===== config.mk =====
export PLATFORM = sky130hd
export DESIGN_NAME = shift_seq_ctrl_flat
export DESIGN_NICKNAME = d
export VERILOG_FILES = /design/src/rtl/shift_pkg.sv /design/src/rtl/shift_seq_ctrl_if.sv /design/src/rtl/shift_step.sv /design/src/rtl/shift_seq_ctrl.sv /design/src/flat_wrapper.sv
export SDC_FILE = /design/constraint.sdc
export NUM_CORES = 1
export LEC_CHECK = 0
export CAP_MARGIN = 0
export CORE_MARGIN = 5
export CORE_UTILIZATION = 45
export CTS_BUF_LIST = sky130_fd_sc_hd__clkbuf_4 sky130_fd_sc_hd__clkbuf_8 sky130_fd_sc_hd__clkbuf_16
export CTS_CLUSTER_SIZE = 16
export DETAILED_ROUTE_END_ITERATION = 8
export GPL_TIMING_DRIVEN = 0
export MAX_ROUTING_LAYER = met4
export PLACE_DENSITY = 0.82
export REMOVE_ABC_BUFFERS = 1
export SLEW_MARGIN = 20
export SYNTH_ARGS = -nofsm -noshare
export SYNTH_HDL_FRONTEND = slang
export SYNTH_SLANG_ARGS = --single-unit

===== constraint.sdc =====
create_clock -name clk -period 1.9 [get_ports clk]
set_input_delay 0.285 -clock clk [delete_from_list [all_inputs] [get_ports clk]]
set_output_delay 0.285 -clock clk [all_outputs]
set_load 0.05 [all_outputs]

===== src/rtl/shift_pkg.sv =====
// Shared constants, op encodings and FSM state type for the iterative shift sequencer.
// Pure declarations: no logic, no latency, no flow control.
package shift_pkg;
    localparam int XLEN = 32;
    localparam int SHW  = 5;

    localparam logic [1:0] OP_SLL = 2'b00;
    localparam logic [1:0] OP_SRL = 2'b01;
    localparam logic [1:0] OP_SRA = 2'b11;

    typedef enum logic [1:0] {
        IDLE  = 2'd0,
        SHIFT = 2'd1,
        DONE  = 2'd2
    } state_t;
endpackage


===== src/rtl/shift_seq_ctrl_if.sv =====
// Request/result bundle between the ALU side (master) and the shift sequencer (slave).
// Latency/backpressure: none here; start_valid/ready and result_valid/ready carry the flow control.
interface shift_seq_ctrl_if;
    import shift_pkg::*;

    logic            start_valid;
    logic            start_ready;
    logic [1:0]      op;
    logic [XLEN-1:0] operand;
    logic [SHW-1:0]  shamt;
    logic [XLEN-1:0] result;
    logic            result_valid;
    logic            result_ready;
    logic            busy;

    modport slave (
        input  start_valid, op, operand, shamt, result_ready,
        output start_ready, result, result_valid, busy
    );

    modport master (
        output start_valid, op, operand, shamt, result_ready,
        input  start_ready, result, result_valid, busy
    );
endinterface


===== src/rtl/shift_step.sv =====
// One shift step of acc (1 bit, or 4 bits when SHIFT4_EN is defined and step4_i is set).
// Combinational, zero latency; no backpressure.
module shift_step
    import shift_pkg::*;
(
    input  logic [XLEN-1:0] acc_i,
    input  logic [1:0]      op_i,
`ifdef SHIFT4_EN
    input  logic            step4_i,
`endif
    output logic [XLEN-1:0] acc_o
);
    logic fill;
    logic left;

    // op 2'b10 falls through to a logical right shift
    assign left = (op_i == OP_SLL);
    assign fill = (op_i == OP_SRA) ? acc_i[XLEN-1] : 1'b0;

`ifdef SHIFT4_EN
    always_comb begin
        acc_o = '0;
        if (step4_i) begin
            acc_o = left ? {acc_i[XLEN-5:0], 4'b0000} : {{4{fill}}, acc_i[XLEN-1:4]};
        end else begin
            acc_o = left ? {acc_i[XLEN-2:0], 1'b0} : {fill, acc_i[XLEN-1:1]};
        end
    end
`else
    assign acc_o = left ? {acc_i[XLEN-2:0], 1'b0} : {fill, acc_i[XLEN-1:1]};
`endif
endmodule


===== src/rtl/shift_seq_ctrl.sv =====
// Iterative SLL/SRL/SRA sequencer; latency shamt+1 (SHIFT4_EN: 1+shamt/4+shamt%4) cycles.
// One request in flight; start_ready only in IDLE, result held in DONE until result_ready.
module shift_seq_ctrl
    import shift_pkg::*;
(
    input  logic           clk,
    input  logic           rst_n,
    shift_seq_ctrl_if.slave bus
);
    state_t          state_q, state_d;
    logic [XLEN-1:0] acc_q, acc_d;
    logic [SHW-1:0]  cnt_q, cnt_d;
    logic [1:0]      op_q, op_d;
    logic [XLEN-1:0] step_acc;
    logic [SHW-1:0]  step_amt;

`ifdef SHIFT4_EN
    logic use4;
    assign use4     = (cnt_q >= SHW'(4));
    assign step_amt = use4 ? SHW'(4) : SHW'(1);
`else
    assign step_amt = SHW'(1);
`endif

    shift_step u_step (
        .acc_i   (acc_q),
        .op_i    (op_q),
`ifdef SHIFT4_EN
        .step4_i (use4),
`endif
        .acc_o   (step_acc)
    );

    always_comb begin
        state_d = state_q;
        acc_d   = acc_q;
        cnt_d   = cnt_q;
        op_d    = op_q;
        case (state_q)
            IDLE: begin
                if (bus.start_valid) begin
                    op_d    = bus.op;
                    acc_d   = bus.operand;
                    cnt_d   = bus.shamt;
                    state_d = (bus.shamt == '0) ? DONE : SHIFT;
                end
            end
            SHIFT: begin
                // step never exceeds cnt, so cnt lands exactly on zero
                acc_d = step_acc;
                cnt_d = cnt_q - step_amt;
                if (cnt_q == step_amt) begin
                    state_d = DONE;
                end
            end
            DONE: begin
                if (bus.result_ready) begin
                    state_d = IDLE;
                end
            end
            default: state_d = IDLE;
        endcase
    end

    always_ff @(posedge clk or negedge rst_n) begin
        if (!rst_n) begin
            state_q <= IDLE;
            acc_q   <= '0;
            cnt_q   <= '0;
            op_q    <= OP_SLL;
        end else begin
            state_q <= state_d;
            acc_q   <= acc_d;
            cnt_q   <= cnt_d;
            op_q    <= op_d;
        end
    end

    assign bus.start_ready  = (state_q == IDLE);
    assign bus.busy         = (state_q != IDLE);
    assign bus.result_valid = (state_q == DONE);
    assign bus.result       = acc_q;
endmodule


===== src/flat_wrapper.sv =====
// flat-port wrapper written by rule: the top's interface ports become plain ports
module shift_seq_ctrl_flat import shift_pkg::*;
  (clk, rst_n, bus_start_valid, bus_op, bus_operand, bus_shamt, bus_result_ready, bus_start_ready, bus_result, bus_result_valid, bus_busy);
  shift_seq_ctrl_if bus_i ();
  input  logic clk;
  input  logic rst_n;
  input wire logic [$bits(bus_i.start_valid)-1:0] bus_start_valid;
  input wire logic [$bits(bus_i.op)-1:0] bus_op;
  input wire logic [$bits(bus_i.operand)-1:0] bus_operand;
  input wire logic [$bits(bus_i.shamt)-1:0] bus_shamt;
  input wire logic [$bits(bus_i.result_ready)-1:0] bus_result_ready;
  output wire logic [$bits(bus_i.start_ready)-1:0] bus_start_ready;
  output wire logic [$bits(bus_i.result)-1:0] bus_result;
  output wire logic [$bits(bus_i.result_valid)-1:0] bus_result_valid;
  output wire logic [$bits(bus_i.busy)-1:0] bus_busy;
  assign bus_i.start_valid = bus_start_valid;
  assign bus_i.op = bus_op;
  assign bus_i.operand = bus_operand;
  assign bus_i.shamt = bus_shamt;
  assign bus_i.result_ready = bus_result_ready;
  assign bus_start_ready = bus_i.start_ready;
  assign bus_result = bus_i.result;
  assign bus_result_valid = bus_i.result_valid;
  assign bus_busy = bus_i.busy;
  shift_seq_ctrl u_core (.clk(clk), .rst_n(rst_n), .bus(bus_i));
endmodule

After elaboration in Yosys (flattened, before gate mapping). Cells that the tools add are included.

Register bits after elaboration: 41. Bits of input ports: 43. Output and inout port bits: 35. Logic and storage cells: 34.

Add/sub/neg operators: 1. Equality and inequality tests: 8. Muxes and demuxes: 11. Reduce and logical (&&, ||, !) cells: 9.

Operator list (number): $mux 32 (2); $pmux 32 s2 (1); $pmux 5 s2 (1); $mux 2 (4); $pmux 2 s3 (1); $reduce_and 3->1 (2); $eq 5x1->1 const B (1); $logic_not 5->1 (1); $mux 5 (1); $sub 5x1->5 const B (1); $eq 2x2->1 const B (2); $logic_not 2->1 (2); $ne 2x2->1 const B (2); $reduce_and 2->1 (2); $reduce_bool 2->1 (2); $ne 3x3->1 const B (1); $eq 2x1->1 const B (1); $ne 2x1->1 const B (1); $mux 1 (1).

Depth between registers and ports, before layout. Gate-level depths: netlist of the first run.

Depth after elaboration: 4. Gate-level depth with buffers: 6. Depth with buffers taken out: 5.

Cells and area by module. A second synthesis of the first run with hierarchy kept.

Cells, all modules: 231. Area, all modules: 2427.3 µm².

By module, submodules not included: shift_seq_ctrl (times used 1, cells an instance 194, area each 2008.2 µm², seq. area each 1026.0 µm²); shift_step (times used 1, cells an instance 37, area each 419.2 µm², seq. area each 0.0 µm²).

Worst setup path before layout of the first run. OpenSTA, ideal clock, no wires.

Path kind: reg2out. Start: reg u_core.state_q[1]. End: out bus_busy. Arrival: 1730 ps. Data required time: 1615 ps. Setup slack: -115 ps. Stages on the path, launching flop included: 4. Path buffers: 1. Cell sequence: dfrtp_1 > buf_2 > nor2_1 > inv_1.

Cells in the longest elaborated chain, start to end: 1.

Ends and longest elaborated chain: start, declared (RTL line shift_seq_ctrl.sv:10) `state_t state_q, state_d;`; start signal, assigned (RTL line shift_seq_ctrl.sv:72) `state_q <= state_d;`; $reduce_bool 2->1 (RTL line shift_seq_ctrl.sv:80) `assign bus.busy = (state_q != IDLE);`; end, declared (RTL line flat_wrapper.sv:15) `output wire logic [$bits(bus_i.busy)-1:0] bus_busy;`.

No other way between the ends.

Worst setup path after layout of the first run.
Start: reg u_core.acc_q[19], in the netlist u_core.bus.result[19]. End: out bus_result[19].

RTL lines: start, declared (RTL line shift_seq_ctrl.sv:11) `logic [XLEN-1:0] acc_q, acc_d;`; start signal, assigned (RTL line shift_seq_ctrl.sv:68) `acc_q <= '0;`; start signal, assigned (RTL line shift_seq_ctrl.sv:73) `acc_q <= acc_d;`; end, declared (RTL line flat_wrapper.sv:13) `output wire logic [$bits(bus_i.result)-1:0] bus_result;`.

No word-level cell between the ends.

==> summary.txt, run 1 <==
GRT
  • Total congestion overflow: 0
  • Largest net degree at the start of global routing: 36
  • First-pass GRT wire length: 9.20 mm
  • Initial antenna violation count: 0
  • Overall global routing resource usage: 18.7%
  • Vias in the first global route: 1,922

Timing
  • Post-Route Setup TNS: 0 ns
  • Final Max Slew Viols: 0
  • Fin crit period: 1.84 ns
  • Final hold violations: 0
  • Worst slew pin tran: 0.736 ns
  • # setup viols final: 0
  • Fmax: 545 MHz
  • Unrepaired setup endpoints after global routing: false
  • Worst Clk Skew: 0.00535 ns
  • Final period utilization: 96.6%
  • Slew Limit Headroom: 50.8%
  • Fin worst setup slack: 0.0647 ns

Floorplan
  • Initial core utilization: 46.5%
  • Row count: 25
  • Die W: 80.1 microns
  • Core area: 4750 sq um
  • DIE HEIGHT: 80.1 microns
  • Full die area: 6420 sq um
  • I/O pin count: 78

Route
  • Drt via density: 5.51
  • Routed length per instance: 16.5 microns
  • Metal3 WL: 329 microns
  • Uppermost layer routed: met4
  • # DRC: 0
  • Met1 Routed Length: 2.58 mm
  • Met2 routed WL: 2.68 mm
  • Drt first pass iters: 4
  • Antenna Nets Post-Route: 0
  • Via Count: 1,884
  • WL final: 5.66 mm
  • Detailed Route Iter0 Violations: 62

Flow run
  • Maxcap violations: 0

Pwr
  • PD cells: 1970 nW/um^2
  • Clock power share: 11.8%
  • Power after layout: 6210 uW
  • Reg power frac: 28.9%
  • Switching share of power: 48.3%
  • Cell internal pwr: 3210 uW
  • P_sw: 3000 uW
  • Worst ir drop on vdd: 1110 uV
  • Pleak: 0.00123 uW
  • Combinational power share: 59.2%

Synth
  • XOR/XNOR Fraction of Synth Area: 0%
  • Asr flop ratio synth: 100%
  • Distinct cells, synth: 35
  • Top cells by count, synth: 41 x dfrtp_1, 38 x a21oi_1, 30 x mux2i_1
  • Simple-Gate Fraction of Synth Area: 6.84%
  • Yosys top cell area share: 46.4%
  • Number of synthesized flops with an enable pin: 0
  • Syn avg cell area: 10.8 sq um
  • Complex-gate fraction of the synthesized area: 24.7%
  • Most common cell in the netlist: dfrtp_1
  • Mux cell area share after synthesis: 14.9%
  • Number of synthesized register bits: 41
  • Adder-Cell Fraction of Synth Area: 1.13%
  • Sequential-to-total area share from yosys stat: 46.4%
  • Cell taking the most area after synthesis: dfrtp_1
  • Post-Synthesis Cells: 205
  • Synth warn: 0
  • Area contributors post-synth: dfrtp_1 46%, mux2i_1 14%, a21oi_1 8.6%, o22ai_1 6.5%, o22ai_2 5.1%
  • Largest family of logic cells by synthesized area: compound AO/OA/AOI/OAI gates
  • Netlist Area Pre-Place: 2210 sq um
  • Ys flop type: dfrtp_1

Layout
  • Design area: 3150 sq um
  • Layout cells sized above 1: 11.6%
  • Final net count: 319
  • Number of diodes: 0
  • Area grow syn2layout: 42.5%

Clocking
  • Cts bufs inserted: 5
  • Clk Latency, worst-skew pair: 0.29 ns
  • Clk Tree Root Cell: clkbuf_8
  • CTS max path bufs: 2
  • Max H-tree Level: 2
  • TritonCTS Sinks: 41
  • CTS tree: done
  • Worst-path clk slew: 0.08 ns

Placement
  • Routability cong.: 0.803
  • Placed Area: 3010 sq um
  • Post-placement setup slack: -0.457 ns
  • Hpwl dp: 3.93 mm
  • IO buf count: 77

Hold path
  • Worst Hold Class: in -> async

Critical path
  • Crit path launch: u_core.bus.result[19]$_DFFE_PN0P_
  • WP buf/inv: 1
  • Crit-path cells: clkdlybuf4s50_1
  • Req. time, crit path: 1.62 ns
  • CP Class: reg -> out
  • Worst path arrival time: 1.55 ns
  • Setup crit end kind: output pin
  • Crit-path slowest cell: clkdlybuf4s50_1
  • Worst stage delay on the critical path: 0.84 ns
  • Crit-path max FO: 4
  • CP top delay family: buffers and inverters
  • CP Launch Type: flop
  • Worst r2r src: u_core.op_q[1]$_DFFE_PN0P_

Run status
  • Outcome: complete, no violations
power by group through the flow:
stage          Clock, uW  Combinational (uW)  Sequential, uW
2_1_floorplan          0                1470            2780
3_3_place_gp           0                3570            1780
3_5_place_dp           0                3700            1810
4_1_cts              760                3700            1790
5_1_grt              801                3900            1870
6_report             735                3680            1800
through the flow:
step | hold WS, ns | util [%] | cells
after floorplan | -0.0106 | - | 187
after global placement | 0.507 | 62.1 | 331
after detailed placement | 0.236 | 63.3 | 333
after CTS | 0.453 | 66.2 | 342
after global routing | 0.499 | 66.3 | 342
final | 0.452 | 66.3 | 342
registers in the layout, summed over array words and instances (netlist names):
| signal | cells |
|---|---|
| u_core.op_q | 2 |
| u_core.state_q | 2 |
| u_core.cnt_q | 5 |
| u_core.bus.result | 32 |
placed cells by master (no fill, tap or decap), types with 2 or more instances in the layout:
cell             instances
a21oi_1                 38
clkbuf_8                 6
clkdlybuf4s15_2          3
clkdlybuf4s50_1         73
dfrtp_1                 39
dfrtp_2                  2
ha_1                     2
inv_1                    5
mux2_4                   2
mux2i_1                 30
nand2_1                  2
nand2b_1                 3
nand3_1                  3
nor2_1                   4
nor2b_1                  3
o22a_1                   4
o22ai_1                 23
o22ai_2                  9
cell families (layout without fill, tap and decap cells):
family / count (synthesis) / after routing
adders and majority gates: 2 / 2
muxes: 32 / 32
and+or+nand+nor: 25 / 25
buffers and inverters: 23 / 93
AOI/OAI and AO/OA: 82 / 82
DFF: 41 / 41
path summary, 6_finish.rpt:
path / to / cells past startpoint / slack (ns)
worst max-delay path: bus_result[19] / 1 / 0.06
worst min-delay path: u_core.cnt_q[3]$_DFFE_PN0P_ / 2 / 0.45
worst max register to register: u_core.bus.result[5]$_DFFE_PN0P_ / 4 / 0.22
worst min register to register: u_core.cnt_q[1]$_DFFE_PN0P_ / 1 / 0.53
max in group asynchronous: u_core.state_q[1]$_DFFE_PN0P_ / 3 / 0.97
min in group clk: u_core.cnt_q[1]$_DFFE_PN0P_ / 1 / 0.53
metal layers:
layer	GRT usage (%)	up-vias
met5	-	-
met4	5.07	0
met3	3.81	6
met2	29.9	59
met1	24.3	908
li1	-	911
worst register-to-register path, delay by kind of cell (launching register included):
family / cells / cell delay (ns)
simple gates: 1 / 0.56
flops: 1 / 0.44
buf+inv: 1 / 0.24
mux: 1 / 0.20
compound gates: 1 / 0.09
layout make-up:
cell class / count / area, sq um
Tap cell: 67 / 83.8
Timing Repair Buffer: 80 / 827
Clock buffer: 7 / 90.1
Fill cell: 409 / 1600
Clock inverter: 1 / 30.0
Inverter: 5 / 18.8
Multi-Input combinational cell: 141 / 1070
Sequential cell: 41 / 1030
repair_timing:
action / in CTS / in global routing
setup endpoints to repair: 38 / 30
gates resized for setup: 11 / 2
hold buffers: 1 / 0
buffers inserted: 0 / 0
hold endpoints to repair: 15 / 0
Power figures use the tool's default switching activity.
==> run 2, diff against run 1 <==
- CTS_CLUSTER_SIZE: 16 -> 30
==> results of run 2 <==
Final layout, timing and power as in run 1 (identical DEF).
